<file path="src/rtl/vga_scanout.sv">
`default_nettype none
// =============================================================================
// vga_scanout : pixel FIFO feeding VGA raster timing with registered 5:5:5
//               colour, underflow/alignment detection and self-resync. Rev 1.0
// =============================================================================
module vga_scanout #(
  parameter int H_ACTIVE   = 640,
  parameter int H_FP       = 16,
  parameter int H_SYNC     = 96,
  parameter int H_BP       = 48,
  parameter int V_ACTIVE   = 480,
  parameter int V_FP       = 10,
  parameter int V_SYNC     = 2,
  parameter int V_BP       = 33,
  parameter int FIFO_DEPTH = 16,
  parameter int FILL_LEVEL = 8
) (
  input  logic        clk,
  input  logic        rst,
  input  logic        pix_valid,
  output logic        pix_ready,
  input  logic [14:0] RGB_in,
  input  logic [9:0]  X_in,
  input  logic [9:0]  Y_in,
  output logic        hsync,
  output logic        vsync,
  output logic        active,
  output logic [4:0]  R,
  output logic [4:0]  G,
  output logic [4:0]  B,
  output logic        underflow,
  output logic        sync_err
);

  localparam int H_TOTAL = H_ACTIVE + H_FP + H_SYNC + H_BP;
  localparam int V_TOTAL = V_ACTIVE + V_FP + V_SYNC + V_BP;
  localparam int HW      = $clog2(H_TOTAL);
  localparam int VW      = $clog2(V_TOTAL);
  localparam int AW      = $clog2(FIFO_DEPTH);

  localparam logic [1:0] ST_FILL   = 2'd0;
  localparam logic [1:0] ST_RUN    = 2'd1;
  localparam logic [1:0] ST_RESYNC = 2'd2;

  logic [1:0]    state_q, state_d;
  logic [HW-1:0] hcnt_q, hcnt_d;
  logic [VW-1:0] vcnt_q, vcnt_d;
  logic [AW:0]   wr_q, wr_d, rd_q, rd_d;
  logic [15:0]   mem_q [FIFO_DEPTH];
  logic          err_q, err_d;
  logic          ready_q, ready_d;
  logic          hs_q, hs_d, vs_q, vs_d, act_q, act_d;
  logic          uf_q, uf_d, se_q, se_d;
  logic [14:0]   rgb_q, rgb_d;

  logic          w_xfer, w_sof, w_empty, w_run, w_vis, w_pop, w_uf, w_se;
  logic          w_push, w_h_last, w_v_last, w_origin;
  logic [AW:0]   w_count;
  logic [15:0]   w_head;
  logic [31:0]   w_h, w_v;

  assign w_h      = 32'(hcnt_q);
  assign w_v      = 32'(vcnt_q);
  assign w_count  = wr_q - rd_q;
  assign w_empty  = (w_count == '0);
  assign w_xfer   = pix_valid & ready_q;
  assign w_sof    = (X_in == 10'd0) && (Y_in == 10'd0);
  assign w_run    = (state_q == ST_RUN);
  assign w_vis    = w_run && (w_h < H_ACTIVE) && (w_v < V_ACTIVE);
  assign w_pop    = w_vis && !w_empty;
  assign w_uf     = w_vis && w_empty;
  assign w_head   = mem_q[rd_q[AW-1:0]];
  assign w_origin = (hcnt_q == '0) && (vcnt_q == '0);
  assign w_se     = w_pop && (w_head[15] != w_origin);
  assign w_h_last = (w_h == H_TOTAL - 1);
  assign w_v_last = (w_v == V_TOTAL - 1);

  // While filling, an orphan non-sof pixel into an empty FIFO is dropped so the
  // head of the FIFO is always the start of a frame.
  assign w_push = w_xfer && (state_q != ST_RESYNC) &&
                  !((state_q == ST_FILL) && w_empty && !w_sof);

  always_comb begin
    state_d = state_q;
    hcnt_d  = hcnt_q;
    vcnt_d  = vcnt_q;
    wr_d    = wr_q + {{AW{1'b0}}, w_push};
    rd_d    = rd_q + {{AW{1'b0}}, w_pop};
    err_d   = err_q | w_uf | w_se;
    // Conservative: ignores a same-cycle pop so the next push is always safe.
    ready_d = (32'(w_count) + 32'(w_push)) < FIFO_DEPTH;

    case (state_q)
      ST_FILL: begin
        if (32'(w_count) >= FILL_LEVEL) begin
          state_d = ST_RUN;
        end
      end
      ST_RUN: begin
        if (w_h_last) begin
          hcnt_d = '0;
          if (w_v_last) begin
            vcnt_d = '0;
            if (err_q) begin
              state_d = ST_RESYNC;
            end
          end else begin
            vcnt_d = vcnt_q + VW'(1);
          end
        end else begin
          hcnt_d = hcnt_q + HW'(1);
        end
      end
      ST_RESYNC: begin
        wr_d    = '0;
        rd_d    = '0;
        err_d   = 1'b0;
        hcnt_d  = '0;
        vcnt_d  = '0;
        ready_d = 1'b1;
        state_d = ST_FILL;
      end
      default: begin
        state_d = ST_FILL;
      end
    endcase
  end

  always_comb begin
    hs_d  = !(w_run && (w_h >= H_ACTIVE + H_FP) && (w_h < H_ACTIVE + H_FP + H_SYNC));
    vs_d  = !(w_run && (w_v >= V_ACTIVE + V_FP) && (w_v < V_ACTIVE + V_FP + V_SYNC));
    act_d = w_vis;
    rgb_d = w_pop ? w_head[14:0] : 15'd0;
    uf_d  = uf_q | w_uf;
    se_d  = se_q | w_se;
  end

  always_ff @(posedge clk or negedge rst) begin
    if (!rst) begin
      state_q <= ST_FILL;
      hcnt_q  <= '0;
      vcnt_q  <= '0;
      wr_q    <= '0;
      rd_q    <= '0;
      err_q   <= 1'b0;
      ready_q <= 1'b0;
      hs_q    <= 1'b1;
      vs_q    <= 1'b1;
      act_q   <= 1'b0;
      rgb_q   <= '0;
      uf_q    <= 1'b0;
      se_q    <= 1'b0;
    end else begin
      state_q <= state_d;
      hcnt_q  <= hcnt_d;
      vcnt_q  <= vcnt_d;
      wr_q    <= wr_d;
      rd_q    <= rd_d;
      err_q   <= err_d;
      ready_q <= ready_d;
      hs_q    <= hs_d;
      vs_q    <= vs_d;
      act_q   <= act_d;
      rgb_q   <= rgb_d;
      uf_q    <= uf_d;
      se_q    <= se_d;
    end
  end

  // Storage needs no reset: pointers alone define occupancy.
  always_ff @(posedge clk) begin
    if (w_push) begin
      mem_q[wr_q[AW-1:0]] <= {w_sof, RGB_in};
    end
  end

  assign pix_ready = ready_q;
  assign hsync     = hs_q;
  assign vsync     = vs_q;
  assign active    = act_q;
  assign R         = rgb_q[14:10];
  assign G         = rgb_q[9:5];
  assign B         = rgb_q[4:0];
  assign underflow = uf_q;
  assign sync_err  = se_q;

endmodule
`default_nettype wire

</file>
<file path="config.mk">
export PLATFORM = sky130hd
export DESIGN_NAME = vga_scanout
export DESIGN_NICKNAME = d
export VERILOG_FILES = /design/src/rtl/vga_scanout.sv
export SDC_FILE = /design/constraint.sdc
export NUM_CORES = 1
export LEC_CHECK = 0
export BUFFER_PORTS_ARGS = -buffer_cell sky130_fd_sc_hd__buf_2
export CAP_MARGIN = 20
export CELL_PAD_IN_SITES_DETAIL_PLACEMENT = 0
export CELL_PAD_IN_SITES_GLOBAL_PLACEMENT = 1
export CORE_ASPECT_RATIO = 2
export CORE_MARGIN = 4
export CORE_UTILIZATION = 30
export DETAILED_ROUTE_END_ITERATION = 6
export PLACE_DENSITY = 0.46
export SLEW_MARGIN = 20
export SYNTH_ARGS = -nofsm -noshare
export SYNTH_HDL_FRONTEND = slang
export SYNTH_SLANG_ARGS = --single-unit
</file>
<file path="constraint.sdc">
create_clock -name clk -period 13 [get_ports clk]
set_input_delay 2.6 -clock clk [delete_from_list [all_inputs] [get_ports clk]]
set_output_delay 2.6 -clock clk [all_outputs]
set_load 0.01 [all_outputs]
</file>
==> results.toml <==
[synth]
netlist_instances = 649
seq_area_frac_synth_pct = 72.3
synth_top_cells_by_count = "sky130_fd_sc_hd__edfxtp_1 (256), sky130_fd_sc_hd__mux4_2 (79), sky130_fd_sc_hd__dfrtp_1 (52)"
yosysWarnings = 0
ys_async_sr_fraction_pct = 17.4
netlist_top_cells_area = "sky130_fd_sc_hd__edfxtp_1 (61%), sky130_fd_sc_hd__mux4_2 (14%), sky130_fd_sc_hd__dfrtp_1 (10%)"
syn_nets = 703
synth.lib_cells_used.distinct = 57
area_share_of_the_largest_cell_type_after_synthesis_pct = 61.5
synthesis.area_per_instance_um2 = 19.3
postSynth.topFlopCell = "sky130_fd_sc_hd__edfxtp_1"
yosys_register_bits = 310
netlist_area_mm2 = 0.0125
synth_enable_flop_cells = 256
post-synth-top-area-cell = "sky130_fd_sc_hd__edfxtp_1"
yosysMostFrequentCell = "sky130_fd_sc_hd__edfxtp_1"

[clock_tree]
cts_num_sinks = 310
cts-root-to-sink-buffers = 3
cts_buffers = 29
post_cts_buffers = 0
post_cts_resize_count = 0
clk_pin_slew_ps = 70
clockRootBuffer = "sky130_fd_sc_hd__clkbuf_16"
insertion_delay_ps = 560
tritoncts = "yes"
htree_num_levels = 1
ctsHoldBuffers = 0

[finish]
nNetsFinal = 788
layout_area_overhead_pct = 15.9
post_route_cells_drive_above_1_share_pct = 32.0
post_layout_nonfiller_instances = 1291
antenna_cells_inserted = 0

[status]
run_status = "complete, no violations"

[setup_path]
critPathLaunchType = "primary input"
critical_path.n_buffers_inverters = 2
critPathCaptureType = "flop"
timing.reg2reg.worst_path_depth = 10
worst_path_largest_cell_delay_ps = 970
cpMaxStageDelayCell = "sky130_fd_sc_hd__nor4_2"
timing.critical_path.fanout_max = 17
startpoint = "X_in[6]"
critical_path_class = "primary input to flop"
worstSetupPathDepth = 7
reg2reg_setup_slack_ps = 8560
worstPathRequired_ps = 13260
path_cells = "buf_2 -> nor4_1 -> and3_1 -> nand3_1 -> a311o_1 -> nor4_2 -> buf_4"
capture_point_of_the_worst_path = "mem_q[1][13]"
r2r-start = "rd_q[2]"
cp.arrival_ps = 5280
critical_path.top_delay_family = "simple AND/OR/NAND/NOR gates"
r2r_end = "mem_q[1][13]"

[placement]
dp.cells = 1237
dpl.hpwl_um = 19200
routabilityCongestion = 0.782
port_buffers = 58
dp_worst_setup_slack_ps = 7300

[detailed_routing]
remaining_drc_errors = 0
viasPerCell = 4.86
dr_total_vias = 6277
drt-pass1-iter-count = 4
drt-initial-drc-count = 329
routed_wirelength_um = 29400
avgRoutedWirePerCell_um = 22.8
drt.antenna.violating_nets = 0

[global_route]
grt_start_max_net_pins = 69
globalRoute.busiestLayer = "met2"
globalRouteMet3Util_pct = 1.91
grt_util_all_layers_pct = 13.1
number_of_antenna_violations_at_the_first_check_in_global_routing = 0
globalRoute.totalOverflow = 0
wire_length_of_the_first_global_routing_pass_um = 45700
grt_pass1_vias = 7091
grt_use_met2_pct = 24.7
met1_track_demand_over_resource_in_global_routing_pct = 15.4

[power_and_ir_drop]
p_leak_nw = 4.88
p_per_area_mw_per_mm2 = 192
worst_ir_drop_vdd_v = 0.000114

[timing]
tightestPinTransition_ps = 1040
fin_worst_skew_ps = 14.9
hold_violations = 0
fin_tns_setup_ps = 0
rsz_0062_raised_after_global_routing = "false"
final-max-slew-violation-count = 0
slew_headroom_pct = 29.9
finalCritPeriodShare_pct = 38.6
worst_hold_slack_ps = 457
setup_ws_ps = 7980
final_period_minus_worst_setup_slack_ps = 5020
setup_viol = 0
fmax_mhz = 199

[die]
dieWidth_um = 152
die_h_um = 297
core_area_mm2 = 0.0411
initial_core_util_pct = 30.4
std_cell_rows = 105
die-area_mm2 = 0.0452
boundaryPins = 59

[hold_path]
hp-class = "flop to flop"

[job]
max_capacitance_violation_count = 0
-- final cells by class --
| type | count | area [um^2] |
|---|---|---|
| Clock buffer | 31 | 733 |
| Clock inverter | 22 | 163 |
| Fill cell | 3870 | 26600 |
| Inverter | 19 | 71.3 |
| Multi-Input combinational cell | 293 | 3340 |
| Sequential cell | 310 | 9050 |
| Tap cell | 535 | 669 |
| Timing Repair Buffer | 81 | 483 |
-- worst min path at each step --
stage | start | end | cells after the start
6_report | underflow | underflow | 1
4_1_cts | underflow | underflow | 1
5_1_grt | underflow | underflow | 1
3_5_place_dp | underflow | underflow | 1
2_1_floorplan | vcnt_q[7] | vcnt_q[7] | 1
3_3_place_gp | underflow | underflow | 1
-- state kept, by name, indices dropped and copies added, names as in the netlist, 2 cells and up --
| name | flops |
|---|---|
| mem_q | 256 |
| rgb_q | 15 |
| hcnt_q | 10 |
| vcnt_q | 10 |
| rd_q | 5 |
| wr_q | 5 |
| state_q | 2 |
-- stage by stage --
| stage | total power [mW] | cell area, um^2 | util [%] |
|---|---|---|---|
| after floorplan | 1.77 | 12500 | - |
| final | 2.78 | 14500 | 35.3 |
| after detailed placement | 2.01 | 13600 | 33.0 |
| after global placement | 2.00 | 13600 | 33.0 |
| after CTS | 2.84 | 14500 | 35.2 |
| after global routing | 2.94 | 14500 | 35.3 |
-- cells by family after synthesis --
kind of cell | after synthesis | share of synthesized area, %
flops | 310 | 72.3
simple gates | 136 | 6.10
mux | 83 | 14.5
buf+inv | 46 | 1.75
compound gates | 42 | 2.54
xor+xnor | 16 | 1.12
fa+ha+maj | 16 | 1.66
-- routing by layer --
metal | wire (um) | vias to the layer above
li1 | - | 2766
met1 | 11500 | 3362
met2 | 16300 | 105
met3 | 938 | 44
met4 | 751 | 0
met5 | 0 | -
-- cells in the final DEF, fill, tap and decap left out, types with 5 or more instances in the layout --
cell type / n
sky130_fd_sc_hd__inv_1: 17
sky130_fd_sc_hd__clkbuf_16: 29
sky130_fd_sc_hd__nor2b_1: 18
sky130_fd_sc_hd__dfrtp_1: 50
sky130_fd_sc_hd__and3_1: 5
sky130_fd_sc_hd__ha_1: 15
sky130_fd_sc_hd__nand2b_1: 7
sky130_fd_sc_hd__nor3_2: 9
sky130_fd_sc_hd__a21oi_1: 5
sky130_fd_sc_hd__xor2_1: 8
sky130_fd_sc_hd__nor4_2: 6
sky130_fd_sc_hd__buf_4: 22
sky130_fd_sc_hd__nor4_1: 6
sky130_fd_sc_hd__nand4_1: 5
sky130_fd_sc_hd__xnor2_1: 8
sky130_fd_sc_hd__nand2_1: 17
sky130_fd_sc_hd__mux4_2: 79
sky130_fd_sc_hd__nand3_1: 13
sky130_fd_sc_hd__nor2_1: 24
sky130_fd_sc_hd__o21ai_0: 16
sky130_fd_sc_hd__buf_2: 58
sky130_fd_sc_hd__clkinv_2: 8
sky130_fd_sc_hd__edfxtp_1: 256
-- power breakdown --
part	internal [mW]	total [mW]	switching, mW	leakage, nW
combinational	0.341	0.721	0.380	1.42
clock	0.433	0.816	0.383	0.439
sequential	1.17	1.24	0.0745	3.01
No activity file was read; power rests on OpenSTA's default activity.
